[src/rtl/run_ctrl_pkg.sv]
// Shared definitions for the CPU run controller: FSM states and counter width.
// Latency: n/a (types and constants only).
// Backpressure: n/a.
package run_ctrl_pkg;

    localparam int kCYC_W = 16;

    typedef enum logic [1:0] {
        IDLE = 2'd0,
        HOLD = 2'd1,
        RUN  = 2'd2,
        FIN  = 2'd3
    } run_state_t;

endpackage

[src/rtl/run_ctrl_cyc_ctr.sv]
// Up counter with synchronous clear and count enable; clear has priority.
// Latency: count visible one cycle after the enabling edge.
// Backpressure: none; counts whenever enabled.
module cyc_ctr
    import run_ctrl_pkg::*;
#(
    parameter int W = kCYC_W
) (
    input  logic         clk,
    input  logic         reset,
    input  logic         clr,
    input  logic         en,
    output logic [W-1:0] q
);

    // Count register: clear wins over enable so a restart never sees a stale value.
    always_ff @(posedge clk or negedge reset) begin
        if (!reset) begin
            q <= '0;
        end else if (clr) begin
            q <= '0;
        end else if (en) begin
            q <= q + W'(1);
        end
    end

endmodule

[src/rtl/run_ctrl.sv]
// Sequences a CPU run: holds cpu_reset for RST_CYCLES, runs until done or MAX_CYCLES, reports result.
// Latency: run starts RST_CYCLES+1 edges after start; results valid from the FIN cycle onward.
// Backpressure: start is only honoured in IDLE and never queued; cpu_done only matters in RUN.
module run_ctrl
    import run_ctrl_pkg::*;
#(
    parameter int                RST_CYCLES = 2,       // must be >= 1
    parameter logic [kCYC_W-1:0] MAX_CYCLES = 16'd1000 // must be >= 1
) (
    input  logic              clk,
    input  logic              reset,
    input  logic              start,
    input  logic              cpu_done,
    output logic              cpu_reset,
    output logic              busy,
    output logic              finished,
    output logic              timeout,
    output logic [kCYC_W-1:0] cycles
);

    localparam logic [kCYC_W-1:0] HOLD_LAST = kCYC_W'(RST_CYCLES - 1);

    run_state_t        state_q;
    run_state_t        state_d;
    logic [kCYC_W-1:0] hold_cnt;
    logic [kCYC_W-1:0] run_cnt;
    logic [kCYC_W-1:0] run_nxt;
    logic              hold_clr;
    logic              hold_en;
    logic              run_clr;
    logic              run_en;
    logic              res_ld;
    logic              res_to;
    logic [kCYC_W-1:0] res_cyc;

    // run_cnt counts completed RUN cycles, so the current RUN cycle number is run_cnt+1.
    // It never exceeds MAX_CYCLES-1 while in RUN, so this sum cannot wrap.
    assign run_nxt = run_cnt + kCYC_W'(1);

    cyc_ctr #(.W(kCYC_W)) u_hold_ctr (
        .clk   (clk),
        .reset (reset),
        .clr   (hold_clr),
        .en    (hold_en),
        .q     (hold_cnt)
    );

    cyc_ctr #(.W(kCYC_W)) u_run_ctr (
        .clk   (clk),
        .reset (reset),
        .clr   (run_clr),
        .en    (run_en),
        .q     (run_cnt)
    );

    // State register.
    always_ff @(posedge clk or negedge reset) begin
        if (!reset) begin
            state_q <= IDLE;
        end else begin
            state_q <= state_d;
        end
    end

    // Next state, counter controls and result capture; done takes priority over the limit.
    always_comb begin
        state_d  = state_q;
        hold_clr = 1'b0;
        hold_en  = 1'b0;
        run_clr  = 1'b0;
        run_en   = 1'b0;
        res_ld   = 1'b0;
        res_to   = 1'b0;
        res_cyc  = run_nxt;
        case (state_q)
            IDLE: begin
                if (start) begin
                    hold_clr = 1'b1;
                    state_d  = HOLD;
                end
            end
            HOLD: begin
                hold_en = 1'b1;
                if (hold_cnt == HOLD_LAST) begin
                    run_clr = 1'b1;
                    state_d = RUN;
                end
            end
            RUN: begin
                run_en = 1'b1;
                if (cpu_done) begin
                    res_ld  = 1'b1;
                    res_cyc = run_nxt;
                    state_d = FIN;
                end else if (run_nxt == MAX_CYCLES) begin
                    res_ld  = 1'b1;
                    res_to  = 1'b1;
                    res_cyc = MAX_CYCLES;
                    state_d = FIN;
                end
            end
            FIN: begin
                state_d = IDLE;
            end
            default: begin
                state_d = IDLE;
            end
        endcase
    end

    // Result registers: overwritten only when a run ends, cleared by reset (including aborts).
    always_ff @(posedge clk or negedge reset) begin
        if (!reset) begin
            cycles  <= '0;
            timeout <= 1'b0;
        end else if (res_ld) begin
            cycles  <= res_cyc;
            timeout <= res_to;
        end
    end

    // Control outputs decode the state register only, so no input reaches them combinationally.
    assign cpu_reset = (state_q != RUN);
    assign busy      = (state_q != IDLE);
    assign finished  = (state_q == FIN);

endmodule

[config.mk]
export PLATFORM = sky130hd
export DESIGN_NAME = run_ctrl
export DESIGN_NICKNAME = d
export VERILOG_FILES = /design/src/rtl/run_ctrl_pkg.sv /design/src/rtl/run_ctrl_cyc_ctr.sv /design/src/rtl/run_ctrl.sv
export SDC_FILE = /design/constraint.sdc
export NUM_CORES = 1
export LEC_CHECK = 0
export CAP_MARGIN = 20
export CORE_ASPECT_RATIO = 1.75
export CORE_UTILIZATION = 50
export CTS_BUF_LIST = sky130_fd_sc_hd__clkbuf_4 sky130_fd_sc_hd__clkbuf_8
export CTS_CLUSTER_SIZE = 40
export DETAILED_ROUTE_END_ITERATION = 7
export HOLD_SLACK_MARGIN = 0.05
export PLACE_DENSITY = 0.69
export SLEW_MARGIN = 0
export SYNTH_ARGS = -nofsm -noshare
export SYNTH_HDL_FRONTEND = slang
export SYNTH_SLANG_ARGS = --single-unit
export TNS_END_PERCENT = 50
[constraint.sdc]
create_clock -name clk -period 7.1 [get_ports clk]
set_input_delay 0.71 -clock clk [delete_from_list [all_inputs] [get_ports clk]]
set_output_delay 0.71 -clock clk [all_outputs]
set_load 0.005 [all_outputs]
**Word-level counts from Yosys, hierarchy flattened**

Index checks and enable logic that the tools add are counted.

- Add/subtract/negate cells: 2
- Eq/ne operators: 9
- Multiplexer cells: 23
- Reduce and logical (&&, ||, !) cells: 5

Operator list:

| operator | number |
|---|---|
| $mux W16 | 7 |
| $add A16 B1 Y16 const B | 2 |
| $eq A16 B1 Y1 const B | 1 |
| $eq A16 B10 Y1 const B | 1 |
| $mux W1 | 11 |
| $mux W2 | 4 |
| $pmux W2 S4 | 1 |
| $ne A2 B2 Y1 const B | 3 |
| $reduce_bool A2 Y1 | 3 |
| $eq A2 B2 Y1 const B | 2 |
| $ne A3 B3 Y1 const B | 1 |
| $reduce_and A3 Y1 | 1 |
| $eq A2 B1 Y1 const B | 1 |
| $logic_not A2 Y1 | 1 |

- Flip-flop bits (word level): 51
- Output and inout port bits: 20
- Logic and storage cells: 44

**Logic depth before layout (Yosys ltp)**

- Depth in word-level cells: 5
- Mapped depth: 8
- Depth with buffers taken out: 8

**Hierarchy**

A second synthesis with hierarchy kept.

- Cell total of the unflattened synthesis: 331
- Area, all modules: 3,274.4 um^2

Modules (own cells, without submodules):

| module | times used | cells an instance | area an instance (um^2) |
|---|---|---|---|
| cyc_ctr | 2 | 82 | 872.1 |
| run_ctrl | 1 | 167 | 1,530.2 |

**Least setup slack after synthesis**

OpenSTA, ideal clock, no wires.

- Path kind: register to register
- Start: register u_run_ctr.q[1]
- End: register cycles[12]
- Setup time: 118 ps
- Arrival: 2,261 ps
- Data required time: 6,982 ps
- Setup slack: 4,721 ps
- Stages on the path, launching flop included: 9
- Period minus slack after synthesis: 2,379 ps
- Path through: dfrtp_1 ha_1 nand3_4 a21oi_1 or3b_2 a211oi_2 a31oi_4 buf_6 a21o_1

- Word-level cells in the longest chain between the ends: 5
- Elaborated cells between the ends (all ways): 8
- Those cells by class: 1 x add/sub; 1 x eq/ne; 6 x mux

RTL lines:

| item | line | text |
|---|---|---|
| from (decl) | run_ctrl_cyc_ctr.sv:13 | `output logic [W-1:0] q` |
| from (signal assigned) | run_ctrl_cyc_ctr.sv:23 | `q <= q + W'(1);` |
| $add A16 B1 Y16 (*) | run_ctrl.sv:38 | `assign run_nxt = run_cnt + kCYC_W'(1);` |
| $eq A16 B10 Y1 | run_ctrl.sv:95 | `end else if (run_nxt == MAX_CYCLES) begin` |
| $mux W16 or $mux W1 (tied branches) | run_ctrl.sv:95 |  |
| $mux W16 or $mux W1 (tied branches) | run_ctrl.sv:91 | `if (cpu_done) begin` |
| $mux W16 or $mux W1 (tied branches) | run_ctrl.sv:75 | `case (state_q)` |
| to (signal assigned) | run_ctrl.sv:117 | `cycles <= res_cyc;` |
| to (decl) | run_ctrl.sv:18 | `output logic [kCYC_W-1:0] cycles` |

Mark *: on every way between the ends. The rest lies on a longest branch, timed or not.
A chain may end at the register's enable or synchronous reset.

**Worst setup path after layout**

- Start: register state_q[0]
- End: output cpu_reset

- Word-level cells in the longest chain between the ends: 1

RTL lines:

| item | line | text |
|---|---|---|
| from (decl) | run_ctrl.sv:23 | `run_state_t state_q;` |
| from (signal assigned) | run_ctrl.sv:61 | `state_q <= state_d;` |
| $ne A2 B2 Y1 | run_ctrl.sv:123 | `assign cpu_reset = (state_q != RUN);` |
| to (decl) | run_ctrl.sv:14 | `output logic cpu_reset,` |

Every way passes these cells.

==> flow_results.org <==
** Drt
- DRC violations left :: 0
- After detailed routing, the average wire length per cell comes to 15.71 um.
- After detailed routing, the total wire length is 6.629 mm.
- DR iter-0 viols :: 121
- The first detailed-routing pass took 6 iterations.
- The count of nets left with antenna violations once routing finished came out at 0.
- After detailed routing, the number of vias per cell comes to 5.746.
- The routed layout has 2425 vias.

** Yosys
- In the post-synthesis netlist, the biggest area contributors are sky130_fd_sc_hd__dfrtp_1 (40%), sky130_fd_sc_hd__xor2_1 (6.6%), sky130_fd_sc_hd__nor2_1 (5.0%).
- The cell area that synthesis handed to floorplanning was 0.003168 mm2.
- The synthesized design contains 0 enable-type register cells.
- Averaged over all synthesized cells, the footprint is 9.659 um2.
- Asr flop ratio synth :: 1.000
- Among all cell types in the netlist, the one instantiated most often is sky130_fd_sc_hd__dfrtp_1.
- Share of the synthesized area in the top cell type :: 0.4028
- Share of the yosys chip area belonging to registers :: 0.4028
- The number of nets in the synthesized netlist is 341.
- Synthesized flop and latch total :: 51
- Cell type with the largest total area after synthesis :: sky130_fd_sc_hd__dfrtp_1
- Number of warning messages in the yosys log :: 0
- In the synthesized netlist the dominant register cell turns out to be sky130_fd_sc_hd__dfrtp_1.
- The commonest cells after synthesis are sky130_fd_sc_hd__dfrtp_1 (51), sky130_fd_sc_hd__nor2_1 (42), sky130_fd_sc_hd__xor2_1 (24).
- Yosys cell types :: 52
- Synthesized netlist cell count :: 328

** Placement
- At the end of routability-driven placement, the weighted congestion stood at 0.8978.
- The count of buffers added on input and output ports is 23.
- Prior to clock tree synthesis, the placed netlist has a worst setup slack of 3.810 ns.
- In this run the cell area measured after placement is 0.003327 mm2.
- The HPWL after detailed placement is 4.792 mm.
- Placed Cells incl. Taps :: 414

** Power and ir drop
- Power, Total :: 1.045 mW
- For this design the ratio of total power to cell area is 303.4 mW/mm2.
- Worst-case vdd ir drop :: 0.1643 mV
- Summed over all nets, the switching power comes to 0.3983 mW.
- Fraction of power consumed by combinational cells :: 0.393
- Of the total power, registers draw 0.416.
- Internal Pwr Total :: 0.6469 mW
- Of the total power, the share spent switching nets is 0.3811.
- Clk pwr share :: 0.191
- For this design the static power due to leakage is 1.484 nW.

** Floorplan
- Die X-Extent :: 62.17 um
- In this run the core area contains 38 standard-cell rows.
- Core footprint :: 0.006133 mm2
- The floorplan step set the die height to 107.3 um.
- The die covers 0.006671 mm2.
- Initial core utilization :: 0.5165
- Number of placed I/O pins :: 24

** CTS
- # H-tree levels :: 2
- CTS placed an instance of sky130_fd_sc_hd__clkbuf_8 at the clock tree root.
- Cts-stage hold buffer count :: 0
- Counting the buffers created by CTS gives 5.
- Clock network latency to the later pin of the worst-skew pair :: 0.30 ns
- No sink is reached through more buffers than the 2 on the longest clock path.
- The tree built by TritonCTS fans out to 51 sinks.
- Gates resized during post-CTS repair numbered 0.
- TritonCTS built the clock tree.
- After clock tree synthesis, the clock-pin slew on the worst setup and hold paths is 0.10 ns.
- The number of setup buffers added after CTS is 0.

** Global routing
- For this run, the total global-route usage over all layers was measured as 0.2157.
- Number of antenna violations at the first check in global routing :: 0
- The layer flagged by global routing as most heavily used is met2.
- The total overflow left after global routing is 0.
- Global-route met3 utilization :: 0.02860
- The number of global-route vias before repair was 2406.
- GR Util met2 :: 0.4035
- For this run, global-route usage on met1 was measured as 0.2371.
- Wire length of the first global-routing pass :: 11.41 mm
- Entering global routing, the biggest net connects 52 pins.

** STA
- The tightest hold path in the finished design has a slack of 0.5016 ns.
- Final hold viol count :: 0
- The number of pins with negative max-slew slack in the final report is 0.
- Setup repair after global routing left no endpoint under its margin.
- Of the available clock period, the critical path in the final layout requires 0.5146.
- Static timing analysis puts the maximum clock frequency at 273.7 MHz.
- Pin slew with the least headroom to its limit :: 0.8061 ns
- Setup violations remaining at the end of the flow were counted as 0.
- Setup slack after layout :: 3.446 ns
- For the final database, setup skew stands at 0.01171 ns.
- Setup total negative slack on the finished layout was measured at 0 ns.
- The clock period could shrink to 3.654 ns.
- Relative slew slack :: 0.4626

** Worst setup path
- CP peak stage delay :: 0.71 ns
- For this design, the slowest cell found on the critical path is sky130_fd_sc_hd__ha_1.
- STA puts the critical path data required time at 6.39 ns.
- STA classifies the critical path startpoint as a flip-flop.
- By startpoint and endpoint, the worst setup path is classified as flip-flop to primary output.
- CP endpoint kind :: primary output
- Maximum fanout along the worst path :: 19
- Data arrives at the worst endpoint at 2.94 ns.
- Walking the worst path, the cells encountered are inv_1 -> ha_1 -> clkinv_1 -> clkdlybuf4s50_1.

** Cells and area
- Final nets :: 355
- Relative to the synthesized area, the layout overhead comes to 8.728%.
- The finished cells cover 0.003445 mm2.
- Counting the fill cells in the layout gives 542.
- Final antenna diode count :: 0
- Share of cells above drive strength 1 :: 0.09064
- Number of non-filler instances in the completed layout :: 422
- For this run, the share of the core covered by cells in the final layout is 0.5616.

** Run status
- Run status :: finished, final reports clean

** Min path
- The path class of the tightest hold or removal check is input pin to asynchronous set/reset pin.

** Flow run
- Max capacitance violation total :: 0
critical path, delay by kind of cell (launching register included):
| kind | cells | cell delay [ns] |
|---|---|---|
| buffers and inverters | 3 | 1.50 |
| adders and majority gates | 1 | 0.71 |
| DFF | 1 | 0.42 |
flip-flops by register name (all words and copies together) (netlist names):
signal / count
timeout: 1
state_q: 2
cycles: 16
u_run_ctr.q: 16
u_hold_ctr.q: 16
cell type report:
type                            instances  area, um2  area share
Timing Repair Buffer                   25      244.0     0.07083
Sequential cell                        51       1276      0.3705
Tap cell                               80      100.1     0.02906
Multi-Input combinational cell        243       1658      0.4813
Inverter                               16      60.06     0.01744
Clock inverter                          2      37.54     0.01090
Clock buffer                            5      68.82     0.01998
power by group through the flow:
stage	Combinational (mW)	Clock [mW]	Sequential, mW
global placement	0.396	0	0.438
detailed placement	0.410	0	0.438
finish	0.411	0.200	0.434
floorplan	0.334	0	0.398
global route	0.461	0.217	0.446
CTS	0.412	0.206	0.432
worst paths after layout:
| path | start | to | slack [ns] | cells past startpoint |
|---|---|---|---|---|
| worst max-delay path | state_q[0] | cpu_reset | 3.45 | 4 |
| worst min-delay path | reset | u_hold_ctr.q[12] | 0.50 | 2 |
| worst max register to register | state_q[0] | cycles[10] | 4.11 | 6 |
| worst min register to register | cycles[14] | cycles[14] | 0.52 | 1 |
| max in group asynchronous | reset | timeout | 6.16 | 2 |
| min in group clk | cycles[14] | cycles[14] | 0.52 | 1 |
metal layers:
metal | vias up | routed length (um)
li1 | 1173 | -
met3 | 16 | 131
met5 | - | 0
met2 | 47 | 3590
met4 | 0 | 220
met1 | 1189 | 2687
cell families after synthesis:
| family | count (synthesis) | share of synthesized area |
|---|---|---|
| AOI/OAI and AO/OA | 64 | 0.1481 |
| xor gates and xnor gates | 38 | 0.1051 |
| adders and majority gates | 9 | 0.03555 |
| buffers and inverters | 34 | 0.07385 |
| DFF | 51 | 0.4028 |
| muxes | 4 | 0.01264 |
| and+or+nand+nor | 128 | 0.2220 |
cells in the final DEF (no fill, tap or decap), types with 4 or more instances in the layout:
master	synthesis	layout
sky130_fd_sc_hd__mux2i_1	4	4
sky130_fd_sc_hd__a21oi_1	17	17
sky130_fd_sc_hd__a21o_2	6	6
sky130_fd_sc_hd__nand2_1	21	21
sky130_fd_sc_hd__clkdlybuf4s50_1	0	22
sky130_fd_sc_hd__o21ai_0	11	11
sky130_fd_sc_hd__nor3_1	5	5
sky130_fd_sc_hd__a22o_1	7	7
sky130_fd_sc_hd__clkbuf_8	8	5
sky130_fd_sc_hd__xor2_1	24	24
sky130_fd_sc_hd__nand4_1	8	8
sky130_fd_sc_hd__inv_1	15	15
sky130_fd_sc_hd__nor2_1	42	42
sky130_fd_sc_hd__nor4_1	7	7
sky130_fd_sc_hd__o22ai_1	6	6
sky130_fd_sc_hd__dfrtp_1	51	51
sky130_fd_sc_hd__or3_1	6	6
sky130_fd_sc_hd__nand3_1	10	10
sky130_fd_sc_hd__ha_1	9	9
sky130_fd_sc_hd__and3_1	5	5
sky130_fd_sc_hd__xnor2_1	14	14
Power figures use the tool's default switching activity.
